$ cat src/rtl/ca.sv
// ca: two-level carry-lookahead carry generator for A + B + C_in.
// Bit-level g/p fold into GROUP-wide group G/P, and the group pairs are
// combined with a parallel prefix, so the carry path grows with log2 of
// the group count rather than rippling across all n bits.
// Optional macro CA_SUM_EN adds a registered n-bit sum output.
module ca #(
  parameter int unsigned n     = 4,
  parameter int unsigned GROUP = 4
) (
  input  logic         clk,
  input  logic         rst,
  input  logic [n-1:0] A,
  input  logic [n-1:0] B,
  input  logic         C_in,
  input  logic         in_valid,
  output logic         C_out,
  output logic         out_valid
`ifdef CA_SUM_EN
  ,
  output logic [n-1:0] sum
`endif
);

  localparam int unsigned NG   = (n + GROUP - 1) / GROUP;
  localparam int unsigned PADW = NG * GROUP;
  localparam int unsigned LG   = $clog2(NG);

  logic [PADW-1:0] w_gx;
  logic [PADW-1:0] w_px;
  logic [NG-1:0]   w_gg;
  logic [NG-1:0]   w_gp;
  logic [NG-1:0]   w_pg;
  logic [NG-1:0]   w_pp;
  logic            w_cout;

  logic            r_cout;
  logic            r_valid;

  // Per-bit generate/propagate; padding bits propagate so a partial last group behaves
  always_comb begin
    w_gx         = '0;
    w_px         = '1;
    w_gx[n-1:0]  = A & B;
    w_px[n-1:0]  = A ^ B;
  end

  // Group generate/propagate for each GROUP-bit slice
  always_comb begin
    w_gg = '0;
    w_gp = '1;
    for (int k = 0; k < int'(NG); k++) begin
      for (int b = 0; b < int'(GROUP); b++) begin
        w_gg[k] = w_gx[k*int'(GROUP)+b] | (w_px[k*int'(GROUP)+b] & w_gg[k]);
        w_gp[k] = w_gp[k] & w_px[k*int'(GROUP)+b];
      end
    end
  end

  // Second-level lookahead: Kogge-Stone prefix over group (G,P) pairs
  always_comb begin
    w_pg = w_gg;
    w_pp = w_gp;
    for (int s = 0; s < int'(LG); s++) begin
      // Descending k so w_pg[k-d] still holds the previous level's value
      for (int k = int'(NG) - 1; k >= (1 << s); k--) begin
        w_pg[k] = w_pg[k] | (w_pp[k] & w_pg[k-(1<<s)]);
        w_pp[k] = w_pp[k] & w_pp[k-(1<<s)];
      end
    end
  end

  // Carry out of bit n-1: prefix over all groups applied to C_in
  always_comb begin
    w_cout = w_pg[NG-1] | (w_pp[NG-1] & C_in);
  end

  // Result register; reset wins over in_valid, C_out holds while idle
  always_ff @(posedge clk) begin
    if (rst) begin
      r_cout  <= 1'b0;
      r_valid <= 1'b0;
    end else begin
      r_valid <= in_valid;
      if (in_valid) begin
        r_cout <= w_cout;
      end
    end
  end

  assign C_out     = r_cout;
  assign out_valid = r_valid;

`ifdef CA_SUM_EN
  logic [NG-1:0]   w_cgrp;
  logic [PADW-1:0] w_sx;
  logic            w_c;
  logic [n-1:0]    r_sum;

  // Carry into each group from the prefix, then short in-group carries for the sum bits
  always_comb begin
    w_cgrp    = '0;
    w_sx      = '0;
    w_c       = 1'b0;
    w_cgrp[0] = C_in;
    for (int k = 1; k < int'(NG); k++) begin
      w_cgrp[k] = w_pg[k-1] | (w_pp[k-1] & C_in);
    end
    for (int k = 0; k < int'(NG); k++) begin
      w_c = w_cgrp[k];
      for (int b = 0; b < int'(GROUP); b++) begin
        w_sx[k*int'(GROUP)+b] = w_px[k*int'(GROUP)+b] ^ w_c;
        w_c = w_gx[k*int'(GROUP)+b] | (w_px[k*int'(GROUP)+b] & w_c);
      end
    end
  end

  // Sum register, loaded alongside C_out
  always_ff @(posedge clk) begin
    if (rst) begin
      r_sum <= '0;
    end else if (in_valid) begin
      r_sum <= w_sx[n-1:0];
    end
  end

  assign sum = r_sum;
`endif

endmodule

$ cat config.mk
export PLATFORM = sky130hd
export DESIGN_NAME = ca
export DESIGN_NICKNAME = d
export VERILOG_FILES = /design/src/rtl/ca.sv
export SDC_FILE = /design/constraint.sdc
export NUM_CORES = 1
export LEC_CHECK = 0
export ABC_AREA = 1
export ABC_CLOCK_PERIOD_IN_PS = 1300
export CORE_AREA = 5 5 42 44
export DETAILED_ROUTE_END_ITERATION = 10
export DIE_AREA = 0 0 47 49
export PLACE_DENSITY = 0.45
export SYNTH_ARGS = -nofsm -noshare
export SYNTH_HDL_FRONTEND = slang
export SYNTH_SLANG_ARGS = --single-unit
$ cat constraint.sdc
create_clock -name clk -period 1.3 [get_ports clk]
set_input_delay 0.26 -clock clk [delete_from_list [all_inputs] [get_ports clk]]
set_output_delay 0.26 -clock clk [all_outputs]
set_load 0.005 [all_outputs]
=== Word level (Yosys, flattened, before mapping) ===
Index checks and enable logic that the tools add are counted.

* $add $sub $neg: 0
* Multiply operators: 0
* Divide/modulo/power cells: 0
* $lt $le $gt $ge: 0
* Equal/unequal tests: 0
* Shift operators: 0
* Muxes and demuxes: 0
* Bitwise logic cells: 13
* Reductions and logical operators: 0

{| class="wikitable"
|+ Operators with widths
! operator !! count
|-
| 1-bit bitwise AND || 7
|-
| 4-bit bitwise AND || 1
|-
| 1-bit OR || 4
|-
| 4-bit bitwise XOR || 1
|}

* Register bits after elaboration: 2
* Latch bits: 0
* Bits in writable memories: 0
* ROM bits: 0
* Input bits: 12
* Output and inout bits: 2
* Logic and storage cells: 15
* Memories kept: 0

=== Longest topological paths before layout ===
* Depth in word-level cells: 8
* Mapped depth: 9
* Gate-level depth less buffers: 9

=== Worst setup path before layout ===
No wires, ideal clock.

* Path kind: in2reg
* Start point: input port A[0]
* End point: register r_cout (netlist: C_out)
* Library setup time: 0.118 ns
* Arrival time: 0.882 ns
* Required time: 1.182 ns
* Path slack: 0.300 ns
* Stages on the path: 9
* Buffers on the path: 0
* Cell sequence: ha_1 > nand2_1 > nand2_1 > nand2_1 > nand2_1 > nand2_1 > nand2_1 > nand2_1 > a21oi_2

* Longest elaborated chain between the ends: 8
* Elaborated cells between the ends (all ways): 13
* Classes of those cells: 13 x bitwise

{| class="wikitable"
|+ Ends and longest elaborated chain
! element !! RTL line !! source
|-
| start, declared || 12 || <nowiki>input logic [n-1:0] A,</nowiki>
|-
| 4-bit bitwise AND || 43 || <nowiki>w_gx[n-1:0] = A & B;</nowiki>
|-
| 1-bit bitwise AND || 53 || <nowiki>w_gg[k] = w_gx[k*int'(GROUP)+b] | (w_px[k*int'(GROUP)+b] & w_gg[k]);</nowiki>
|-
| 1-bit OR || 53 ||
|-
| 1-bit bitwise AND || 53 ||
|-
| 1-bit OR || 53 ||
|-
| 1-bit bitwise AND || 53 ||
|-
| 1-bit OR || 53 ||
|-
| 1-bit OR (*) || 74 || <nowiki>w_cout = w_pg[NG-1] | (w_pp[NG-1] & C_in);</nowiki>
|-
| end signal, assigned || 85 || <nowiki>r_cout <= w_cout;</nowiki>
|-
| end, declared || 36 || <nowiki>logic r_cout;</nowiki>
|}

Every way passes the cells marked *; elsewhere a longest branch is shown, timed or not.
A chain may end at the register's enable or synchronous reset.

=== Final worst setup path ===
* Start point: input port A[1]
* End point: register r_cout (netlist: C_out)

* Longest elaborated chain between the ends: 8
* Elaborated cells between the ends (all ways): 13
* Classes of those cells: 13 x bitwise

{| class="wikitable"
|+ Ends and longest elaborated chain
! element !! RTL line !! source
|-
| 4-bit bitwise XOR || 44 || <nowiki>w_px[n-1:0] = A ^ B;</nowiki>
|-
| 1-bit bitwise AND || 53 ||
|-
| 1-bit OR || 53 ||
|-
| 1-bit bitwise AND || 53 ||
|-
| 1-bit OR || 53 ||
|-
| 1-bit bitwise AND || 53 ||
|-
| 1-bit OR || 53 ||
|-
| 1-bit OR (*) || 74 ||
|}

Marked as above.

==> run summary <==
Largest net degree at the start of global routing -> 3
Final Skew -> 0 ps
Sum Neg Setup Slack -> 0 ps
Num ports -> 14
Fmax -> 0.852 GHz
# port buffers -> 13
DR vias/cell -> 3.66
Nets -> 55
FF-to-FF Start -> C_out
Die Ht -> 49 um
Hold Path Depth -> 2
TritonCTS clock tree -> done
H-Tree Depth -> 1
Slew @ Worst Pin -> 149 ps
Hold Path End -> C_out
CP max FO -> 1
Min-delay src -> C_out
Maximum vdd drop -> 0.183 mV
Synth warn -> 0
Nature of the critical path endpoint -> flop
Reg2Reg Depth -> 2
Final WL -> 387 um
Initial Util -> 11.1%
# diodes -> 0
Mapped Cells -> 21
Worst reg2reg setup slack -> 690 ps
CTS Buf Count -> 3
Seq/Total Area, Yosys -> 25.8%
Final setup vio count -> 0
Final instance area -> 337 um2
Initial antenna violation count -> 0
Die area -> 0.00230 mm2
CP startpoint kind -> input pin
Number of detailed-route iterations in the first pass -> 1
Longest Clk Path Bufs -> 2
Grt peak-use layer -> met2
Routed length per instance -> 7.30 um
RSZ-0062 raised after global routing -> false
Worst hold path type -> flop to flop
Max_slew headroom -> 90.1%
Number of global-route vias before repair -> 200
Clock-pin slew on the worst setup and hold paths -> 30 ps
Via Count -> 194
Min cycle time layout -> 1170 ps
Pwr Density -> 801 mW/mm2
M3 GR Usage -> 3.69%
Area after DPL -> 305 um2
CTS Sinks -> 2
Syn_nets -> 37
Clock Root Buffer -> clkbuf_4
WS Path Type -> input pin to flop
ANT nets after route -> 0
M2 GR Usage -> 5.66%
Skew-Pair Late Insertion Delay -> 220 ps
Status -> completed
Fin. Hold Viols -> 0
Congestion Overflow GR -> 0
Routability cong. -> 0.643
FF-to-FF End -> C_out
Synth-to-layout area growth -> 117%
GRT Overall Usage -> 4.22%
Share of cells above drive strength 1 -> 13.5%
Hold buffers post-CTS -> 0
Register bit count reported by yosys -> 2
Mapped cell area -> 155 um2
Critical Path RT -> 1410 ps
Avg Cell Area, Syn -> 7.39 um2
Core Region -> 0.00140 mm2
Tcrit/Tclk final -> 90.3%
First-pass GRT wire length -> 641 um
Maxcap violations -> 0
Width of the die -> 47 um
Met1 GRT Util -> 2.84%
Leak Pwr -> 0.193 nW
Worst Path Arrival -> 1280 ps
Rows -> 14
Iter 0 DRT Violations -> 0
Synth unique cells -> 7
Core Util, Final -> 24.0%
HPWL Detailed -> 336 um
# DRC -> 0
Slew Viols, Final -> 0
==> placed cells by master, fill, tap and decap left out, drive strengths merged <==
cell type / count
a21oi: 1
clkbuf: 3
clkdlybuf4s50: 9
dfxtp: 2
dlygate4sd2: 1
dlymetal6s2s: 3
ha: 4
inv: 4
nand2: 7
nor2: 2
o21bai: 1
==> per-stage QoR <==
step | std cells | power [W] | hold slack (ps) | setup WS (ps)
6_report | 53 | 0.000270 | 518 | 126
3_3_place_gp | 50 | 0.000138 | 524 | -193
3_5_place_dp | 50 | 0.000139 | 524 | -194
5_1_grt | 53 | 0.000293 | 572 | 27.2
4_1_cts | 53 | 0.000279 | 526 | 17.7
2_1_floorplan | 21 | 0.0000927 | 332 | 300
==> synthesized netlist by cell type (all sizes together) <==
| library cell | instances | area (um2) |
|---|---|---|
| a21oi | 1 | 8.76 |
| dfxtp | 2 | 40.0 |
| ha | 4 | 50.1 |
| inv | 4 | 15.0 |
| nand2 | 7 | 26.3 |
| nor2 | 2 | 7.51 |
| o21bai | 1 | 7.51 |
==> routing by layer <==
metal,vias up,wire length (um)
li1,97,-
met1,79,123
met2,16,139
met3,2,120
met4,0,4
met5,-,0
==> cell families (layout without fill, tap and decap cells) <==
| kind of cell | Yosys count | count (layout) | share of synthesized area (%) |
|---|---|---|---|
| AND/OR/NAND/NOR | 9 | 9 | 21.8 |
| adder cells (fa/ha/maj) | 4 | 4 | 32.3 |
| buffers and inverters | 4 | 20 | 9.67 |
| AO/OA/AOI/OAI | 2 | 2 | 10.5 |
| flip-flops | 2 | 2 | 25.8 |
==> worst max-delay path, cell delays in order <==
cell and delay [ps]:
clkdlybuf4s50_1 400, ha_1 290, nand2_1 60, nand2_1 50
nand2_1 50, nand2_1 60, nand2_2 70, a21oi_2 50
==> power breakdown <==
part	internal [W]	total [W]	switching [W]	leakage (nW)
registers	0.0000660	0.0000672	0.00000121	0.0166
clock network	0.000101	0.000133	0.0000320	0.0138
logic	0.0000457	0.0000689	0.0000232	0.162
==> final cells by class <==
cell class | count | area, um2
fill | 170 | 1060
clock buffer | 3 | 22.5
inverter | 4 | 15.0
timing repair buffer | 13 | 136
multi-input combinational | 15 | 103
tap | 16 | 20.0
sequential | 2 | 40.0
==> sequential cells by signal, summed over array words and instances, names as in the netlist <==
name / cells
out_valid: 1
C_out: 1
==> worst max-delay path by stage <==
stage | start | end | slack, ps
floorplan | A[0] | C_out | 300
global placement | A[0] | C_out | -190
detailed placement | A[0] | C_out | -190
CTS | out_valid | out_valid | 20
global route | A[1] | C_out | 30
finish | A[1] | C_out | 130
==> repair_timing <==
| item | in CTS | in global routing |
|---|---|---|
| cloned | 0 | 0 |
| setup endpoints to repair | 1 | 2 |
| pin swaps | 0 | 7 |
| buffers inserted | 0 | 0 |
| gates resized for setup | 1 | 4 |
Power figures use the tool's default switching activity.
